==> src/rtl/fifo_uart_tx.sv <==
// UART-style serial transmitter that pops one word per frame from an upstream FIFO
// and shifts it out LSB-first with start, optional parity and stop bits.
module fifo_uart_tx #(
  parameter int WIDTH        = 8,
  parameter int CLKS_PER_BIT = 16,
  parameter int PARITY       = 0,
  parameter int STOP_BITS    = 1
) (
  input  logic             i_clk,
  input  logic             i_rst,
  input  logic             i_en,
  input  logic             i_empty,
  input  logic [WIDTH-1:0] i_rdata,
  output logic             o_ren,
  output logic             o_tx,
  output logic             o_busy,
  output logic             o_done
);

  localparam int CW = $clog2(CLKS_PER_BIT);
  localparam int BW = $clog2(WIDTH + 1);
  localparam logic [CW-1:0] CNT_MAX  = CW'(CLKS_PER_BIT - 1);
  localparam logic [BW-1:0] BIT_MAX  = BW'(WIDTH - 1);
  localparam logic [BW-1:0] STOP_MAX = BW'(STOP_BITS - 1);

  typedef enum logic [2:0] {
    S_IDLE, S_FETCH, S_START, S_DATA, S_PAR, S_STOP
  } state_t;

  state_t           state_q, state_d;
  logic [CW-1:0]    cnt_q, cnt_d;
  logic [BW-1:0]    bit_q, bit_d;
  logic [WIDTH-1:0] sh_q, sh_d;
  logic             par_q, par_d;
  logic             tx_q, tx_d;
  logic             ren;
  logic             wrap;

  function automatic logic parity_bit(input logic [WIDTH-1:0] d);
    return (PARITY == 2) ? ~^d : ^d;
  endfunction

  assign wrap = (cnt_q == CNT_MAX);

  always_comb begin
    state_d = state_q;
    cnt_d   = cnt_q;
    bit_d   = bit_q;
    sh_d    = sh_q;
    par_d   = par_q;
    ren     = 1'b0;
    o_done  = 1'b0;
    unique case (state_q)
      S_IDLE: begin
        // Gated by reset so the FIFO is never popped while the block is held in reset.
        ren   = i_en & ~i_empty & ~i_rst;
        cnt_d = '0;
        bit_d = '0;
        if (ren) state_d = S_FETCH;
      end
      S_FETCH: begin
        sh_d    = i_rdata;
        par_d   = parity_bit(i_rdata);
        cnt_d   = '0;
        state_d = S_START;
      end
      S_START: begin
        cnt_d = cnt_q + CW'(1);
        if (wrap) begin
          cnt_d   = '0;
          bit_d   = '0;
          state_d = S_DATA;
        end
      end
      S_DATA: begin
        cnt_d = cnt_q + CW'(1);
        if (wrap) begin
          cnt_d = '0;
          sh_d  = sh_q >> 1;
          if (bit_q == BIT_MAX) begin
            bit_d   = '0;
            state_d = (PARITY != 0) ? S_PAR : S_STOP;
          end else begin
            bit_d = bit_q + BW'(1);
          end
        end
      end
      S_PAR: begin
        cnt_d = cnt_q + CW'(1);
        if (wrap) begin
          cnt_d   = '0;
          bit_d   = '0;
          state_d = S_STOP;
        end
      end
      S_STOP: begin
        cnt_d = cnt_q + CW'(1);
        if (wrap) begin
          cnt_d = '0;
          if (bit_q == STOP_MAX) begin
            o_done  = 1'b1;
            bit_d   = '0;
            state_d = S_IDLE;
          end else begin
            bit_d = bit_q + BW'(1);
          end
        end
      end
      default: state_d = S_IDLE;
    endcase

    // The line is registered, so it is driven from the state being entered.
    tx_d = 1'b1;
    case (state_d)
      S_START: tx_d = 1'b0;
      S_DATA:  tx_d = sh_d[0];
      S_PAR:   tx_d = par_d;
      default: tx_d = 1'b1;
    endcase
  end

  always_ff @(posedge i_clk or posedge i_rst) begin
    if (i_rst) begin
      state_q <= S_IDLE;
      cnt_q   <= '0;
      bit_q   <= '0;
      tx_q    <= 1'b1;
    end else begin
      state_q <= state_d;
      cnt_q   <= cnt_d;
      bit_q   <= bit_d;
      tx_q    <= tx_d;
    end
  end

  always_ff @(posedge i_clk) begin
    sh_q  <= sh_d;
    par_q <= par_d;
  end

  assign o_ren  = ren;
  assign o_tx   = tx_q;
  assign o_busy = (state_q != S_IDLE);

endmodule

==> config.mk <==
export PLATFORM = sky130hd
export DESIGN_NAME = fifo_uart_tx
export DESIGN_NICKNAME = d
export VERILOG_FILES = /design/src/rtl/fifo_uart_tx.sv
export SDC_FILE = /design/constraint.sdc
export NUM_CORES = 1
export LEC_CHECK = 0
export CORE_AREA = 4 4 63 65
export CTS_CLUSTER_SIZE = 8
export DETAILED_ROUTE_END_ITERATION = 12
export DIE_AREA = 0 0 67 69
export MAX_ROUTING_LAYER = met4
export SLEW_MARGIN = 20
export SYNTH_ARGS = -nofsm -noshare
export SYNTH_HDL_FRONTEND = slang
export SYNTH_SLANG_ARGS = --single-unit
==> constraint.sdc <==
create_clock -name i_clk -period 2.3 [get_ports i_clk]
set_input_delay 0.23 -clock i_clk [delete_from_list [all_inputs] [get_ports i_clk]]
set_output_delay 0.23 -clock i_clk [all_outputs]
set_load 0.1 [all_outputs]
==> results of run 1 <==
-- power groups by stage --
stage | Sequential, W | Combinational, W | Clock [W]
floorplan | 0.000579 | 0.000309 | 0
global placement | 0.000564 | 0.000383 | 0
detailed placement | 0.000571 | 0.000397 | 0
CTS | 0.000564 | 0.000400 | 0.000186
global route | 0.000582 | 0.000450 | 0.000196
finish | 0.000568 | 0.000393 | 0.000177
-- final cells by class --
| cell class | instances | area share (%) |
|---|---|---|
| clock buffer | 3 | 1.55 |
| clock inverter | 1 | 0.345 |
| tap | 46 | 3.96 |
| timing repair buffer | 16 | 11.9 |
| multi-input combinational | 82 | 43.0 |
| inverter | 5 | 1.29 |
| sequential | 21 | 38.0 |
-- cell usage after synthesis (2+ instances only) --
master,number
or2_2,2
buf_6,3
nand3_1,3
a22o_1,2
ha_1,3
nor2_1,7
o21bai_1,2
nand2_1,4
a21oi_1,6
edfxtp_1,7
nor3_1,3
o21ai_1,3
dfrtp_1,11
o21ai_0,3
inv_1,5
buf_2,3
mux2_2,2
a21o_1,3
xnor2_1,8
nor2b_1,3
dfxtp_1,2
nor3b_1,2
and3_4,2
a22o_2,6
-- worst max path at each step --
stage	depth (start not counted)	end	startpoint
after detailed placement	3	o_ren	state_q[2]
after CTS	3	o_ren	state_q[2]
after floorplan	5	o_tx	state_q[0]
final	3	o_ren	state_q[2]
after global placement	3	o_ren	state_q[2]
after global routing	3	o_ren	state_q[2]
-- flip-flops by register name (all words and copies together) (netlist names) --
signal,count
bit_q,4
cnt_q,4
o_tx,1
par_q,1
sh_q,8
state_q,3
-- layer usage --
metal / vias to the layer above / share of wire [%] / track usage [%]
met5: - / 0 / -
met4: 0 / 0.83 / 4.05
met3: 2 / 3.1 / 1.62
met2: 15 / 46 / 17.4
met1: 421 / 50 / 17.2
li1: 449 / - / -
-- worst max-delay path: cells and delay by family, from the launching register on --
kind | cells | cell delay (ns)
AND/OR/NAND/NOR | 2 | 0.78
flip-flops | 1 | 0.56
buffers and inverters | 1 | 0.22
-- cells by family after synthesis --
logic type      count (synthesis)
fa+ha+maj                       4
mux                             2
simple gates                   36
xor+xnor                        8
buf+inv                        11
flops                          21
compound gates                 32
-- through the flow --
step	cells	utilization (%)	hold slack (ns)	setup TNS, ns
after floorplan	114	-	0.0940	-0.425
after global placement	170	42.7	0.473	0
after detailed placement	170	42.7	0.494	0
after CTS	174	43.5	0.331	0
after global routing	174	43.5	0.378	0
final	174	43.5	0.315	0
-- cells in the final DEF, fill, tap and decap left out, drive strengths merged, types with 2 or more instances in the layout --
cell type      netlist  routed
mux2                 2       2
or2                  2       2
and3                 3       3
dfxtp                2       2
nor4b                2       2
o21ai                6       6
nand3                3       3
dfrtp               11      11
clkbuf               0       3
nand2                4       4
inv                  5       5
buf                  6       5
nor2b                4       4
nor2                 7       7
ha                   3       3
a21oi                6       6
nor3                 4       4
a22o                 8       8
clkdlybuf4s50        0      11
a21o                 3       3
xnor2                8       8
o21bai               2       2
edfxtp               7       7
nor3b                2       2
==> results.sh, run 1 <==
export IMPL_rows=21
export IMPL_portBuffers=15
export IMPL_ys_top_cells_by_area="dfrtp_1, edfxtp_1, xnor2_1"
export IMPL_first_global_vias=917
export IMPL_powerDensity_nw_per_um2=783
export IMPL_post_place_ws_ns=0.549
export IMPL_r2r_end="sh_q[7]"
export IMPL_comb_power_share_pct=34.6
export IMPL_critPathLaunchType="flip-flop"
export IMPL_period_needed_ns=2.09
export IMPL_wire_per_inst_um=13.9
export IMPL_min_period_over_period_pct=90.8
export IMPL_hold_viol=0
export IMPL_clock_skew_ns=0.00629
export IMPL_timing_rr_start="cnt_q[0]"
export IMPL_insertedDiodeCount=0
export IMPL_postCtsSetupBuffers=0
export IMPL_status="finished clean"
export IMPL_dr_first_iter_drc_count=19
export IMPL_drv_slew=0
export IMPL_slowest_delay_ns=0.56
export IMPL_synthMuxAreaShare_pct=1.81
export IMPL_fp_dieArea_um2=4620
export IMPL_total_power_w=0.00114
export IMPL_fin_area_um2=1450
export IMPL_dpl_cell_area_um2=1430
export IMPL_drc=0
export IMPL_yosys_warnings=0
export IMPL_leakage_nw=0.574
export IMPL_ys_seq_elements=21
export IMPL_cts_root_buffer="clkbuf_4"
export IMPL_grt_max_degree=16
export IMPL_pin_count=16
export IMPL_min_path_type="in2async"
export IMPL_cts_tree="done"
export IMPL_numCtsBuffers=3
export IMPL_synth_top_area_share_pct=22.2
export IMPL_fin_nets=144
export IMPL_power_switching_w=0.000411
export IMPL_clkPwrFrac_pct=15.6
export IMPL_p_sw_share_pct=36.1
export IMPL_hpwl_mm=1.79
export IMPL_avgSynthCellArea_um2=10.9
export IMPL_ir_drop_mv=0.461
export IMPL_num_vias=887
export IMPL_htree_levels=1
export IMPL_register_area_um2=552
export IMPL_setup_viol=0
export IMPL_crit_required_ns=2.07
export IMPL_pwr_share_seq_pct=49.9
export IMPL_ys_seq_area_share_pct=44.5
export IMPL_clk_pin_slew_worst_paths_ns=0.12
export IMPL_die_w_um=67
export IMPL_critPathMaxFanout=14
export IMPL_slowest_stage="dfrtp_1"
export IMPL_synthSimpleGateAreaFrac_pct=20.1
export IMPL_path_cells="or3_4 -> nor4b_4 -> buf_12"
export IMPL_worst_r2r_setup_slack_ns=0.56
export IMPL_cts_sinks=21
export IMPL_fmax_mhz=479
export IMPL_drv_cap=0
export IMPL_grt_antenna_before_repair=0
export IMPL_yosys_area_top_type="dfrtp_1"
export IMPL_synth_xor_area_share_pct=5.65
export IMPL_synthDistinctLibCells=43
export IMPL_layout_setup_ws_ns=0.212
export IMPL_gp_congestion=0.791
export IMPL_syn_cell_area_um2=1240
export IMPL_synth_edff_count=7
export IMPL_crit_type="reg2out"
export IMPL_cts_resized=0
export IMPL_grt_usage_pct=12.0
export IMPL_initial_core_util_pct=37.2
export IMPL_clk_latency_ns=0.30
export IMPL_dr_pass1_iters=4
export IMPL_worstPathArrival_ns=1.86
export IMPL_syn_nets=129
export IMPL_grt_pass1_wl_mm=4.29
export IMPL_viasPerCell=5.10
export IMPL_rsz0062_at_grt="no"
export IMPL_drive_gt1_share_pct=23.4
export IMPL_detail_route_antenna_nets=0
export IMPL_area_growth_pct=17.0
export IMPL_holdBufCountCts=0
export IMPL_clockBufferDepth=2
export IMPL_ff2ff_path_depth=4
export IMPL_syn_inst=114
export IMPL_synth_compound_area_share_pct=18.7
export IMPL_p_int_w=0.000727
export IMPL_synth_adder_area_share_pct=3.83
export IMPL_grt_overflow_total=0
export IMPL_synthArstFlopShare_pct=57.1
export IMPL_synth_top_family_by_area="simple AND/OR/NAND/NOR gates"
export IMPL_wl_mm=2.41
export IMPL_n_fill_cell=336
export IMPL_die_height_um=69
export IMPL_relSlewSlack_pct=68.1
export IMPL_coreArea_um2=3340
export IMPL_multi_input_area_um2=624
export IMPL_crit_path_end_kind="output port"
export IMPL_synthFlopType="dfrtp_1"
export IMPL_worstMarginPinSlew_ns=0.477
Note: power is estimated with default switching activity, not from simulation.
==> run 2, diff against run 1 <==
Settings changed: CORE_AREA 4 4 63 65 to 2 2 61 63, DIE_AREA 0 0 67 69 to 0 0 63 65, SETUP_SLACK_MARGIN from default to 0.02, SLEW_MARGIN 20 to default.
==> run 2 against run 1 <==
Against the previous run: clock power hardly changed; via count is 1.0% lower; routed wire length is 5.2% lower; total power is 1.0% lower; non-clock buffer count stayed put; global-route usage is 0.57 points higher; core utilization is 1.9 points lower; flip-flop and latch count stayed put.
==> results.sh, run 2 (same netlist as run 1, synthesis figures left out) <==
export IMPL_viasPerCell=4.99
export IMPL_rsz0062_at_grt="no"
export IMPL_area_growth_pct=17.1
export IMPL_post_place_ws_ns=0.548
export IMPL_clockBufferDepth=2
export IMPL_setup_viol=0
export IMPL_wl_mm=2.29
export IMPL_drc=0
export IMPL_clk_latency_ns=0.30
export IMPL_coreArea_um2=3500
export IMPL_fin_area_um2=1450
export IMPL_critPathLaunchType="flip-flop"
export IMPL_placedCellCount=172
export IMPL_worstPathArrival_ns=1.86
export IMPL_grt_max_degree=16
export IMPL_crit_type="reg2out"
export IMPL_detail_route_antenna_nets=0
export IMPL_clock_skew_ns=0.00959
export IMPL_dpl_cell_area_um2=1430
export IMPL_cts_tree="done"
export IMPL_crit_path_end_kind="output port"
export IMPL_crit_required_ns=2.07
export IMPL_die_height_um=65
export IMPL_min_period_over_period_pct=90.9
export IMPL_portBuffers=15
export IMPL_n_fill_cell=341
export IMPL_grt_pass1_wl_mm=3.93
export IMPL_pin_count=16
export IMPL_holdBufCountCts=0
export IMPL_final_cells=176
export IMPL_hold_viol=0
export IMPL_drive_gt1_share_pct=22.7
export IMPL_critPathMaxFanout=14
export IMPL_final_util_pct=41.6
export IMPL_postCtsSetupBuffers=0
export IMPL_num_vias=878
export IMPL_wire_per_inst_um=13.0
export IMPL_reg_largest_list="sh_q x8, bit_q x4, cnt_q x4"
export IMPL_layout_setup_ws_ns=0.209
export IMPL_grt_usage_pct=12.6
export IMPL_numCtsBuffers=3
export IMPL_powerDensity_nw_per_um2=774
export IMPL_drv_slew=0
export IMPL_initial_core_util_pct=35.5
export IMPL_rows=22
export IMPL_cts_sinks=21
export IMPL_cts_resized=0
export IMPL_dr_pass1_iters=4
export IMPL_fp_dieArea_um2=4100
export IMPL_relSlewSlack_pct=67.2
export IMPL_cts_root_buffer="clkbuf_4"
export IMPL_htree_levels=1
export IMPL_ir_drop_mv=0.253
export IMPL_insertedDiodeCount=0
export IMPL_drv_cap=0
export IMPL_worstMarginPinSlew_ns=0.492
export IMPL_die_w_um=63
export IMPL_grt_antenna_before_repair=0
export IMPL_leakage_nw=0.572
export IMPL_min_path_type="in2async"
export IMPL_status="finished clean"
export IMPL_first_global_vias=893
export IMPL_clk_pin_slew_worst_paths_ns=0.12
export IMPL_dr_first_iter_drc_count=27
export IMPL_gp_congestion=0.821
export IMPL_final_cell_mix="dfrtp_1, clkdlybuf4s50_1, xnor2_1"
export IMPL_hpwl_mm=1.76
export IMPL_largest_register="sh_q"
export IMPL_largest_register_ffs=8
export IMPL_fin_nets=144
export IMPL_period_needed_ns=2.09
export IMPL_fmax_mhz=478
export IMPL_grt_overflow_total=0
-- run 2: path summary, 6_finish.rpt --
check / start / endpoint / slack (ns) / cells past startpoint
max reg2reg: cnt_q[0] / sh_q[2] / 0.55 / 4
min: i_rst / cnt_q[1] / 0.32 / 2
min in group i_clk: par_q / par_q / 0.50 / 2
max in group asynchronous: i_rst / o_tx / 1.62 / 2
max: state_q[2] / o_ren / 0.21 / 3
min reg2reg: par_q / par_q / 0.50 / 2
-- run 2: layout make-up --
| class | instances | area (um2) | area share [%] |
|---|---|---|---|
| Multi-Input combinational cell | 82 | 624 | 42.9 |
| Inverter | 5 | 18.8 | 1.29 |
| Sequential cell | 21 | 552 | 38.0 |
| Tap cell | 48 | 60.1 | 4.13 |
| Clock buffer | 4 | 26.3 | 1.81 |
| Timing Repair Buffer | 16 | 173 | 11.9 |
-- run 2: where the power goes --
group	total [W]	switching, W	internal, W
Combinational	0.000384	0.000201	0.000183
Clock	0.000179	0.000112	0.0000675
Sequential	0.000562	0.0000832	0.000479
-- run 2: metrics by stage --
| stage | hold slack [ns] | power [W] | TNS (ns) |
|---|---|---|---|
| 2_1_floorplan | 0.0940 | 0.000889 | -0.425 |
| 3_3_place_gp | 0.475 | 0.000948 | 0 |
| 3_5_place_dp | 0.479 | 0.000958 | 0 |
| 4_1_cts | 0.327 | 0.00114 | 0 |
| 5_1_grt | 0.339 | 0.00123 | 0 |
| 6_report | 0.319 | 0.00113 | 0 |
-- run 2: per-layer routing --
metal,GRT usage [%],routed length (um)
met1,14.8,1050
met2,21.9,1160
met3,2.78,79
met4,3.33,0
met5,-,0
-- run 2: worst max-delay path: stages (launching register included) --
cell and delay (ns):
dfrtp_1 0.57, or3_4 0.48, nor4b_4 0.30, buf_12 0.22
==> run 3, diff against run 2 <==
Settings changed: CTS_CLUSTER_DIAMETER from default to 80.
==> results of run 3 <==
Final layout, timing and power as in run 2 (identical DEF).
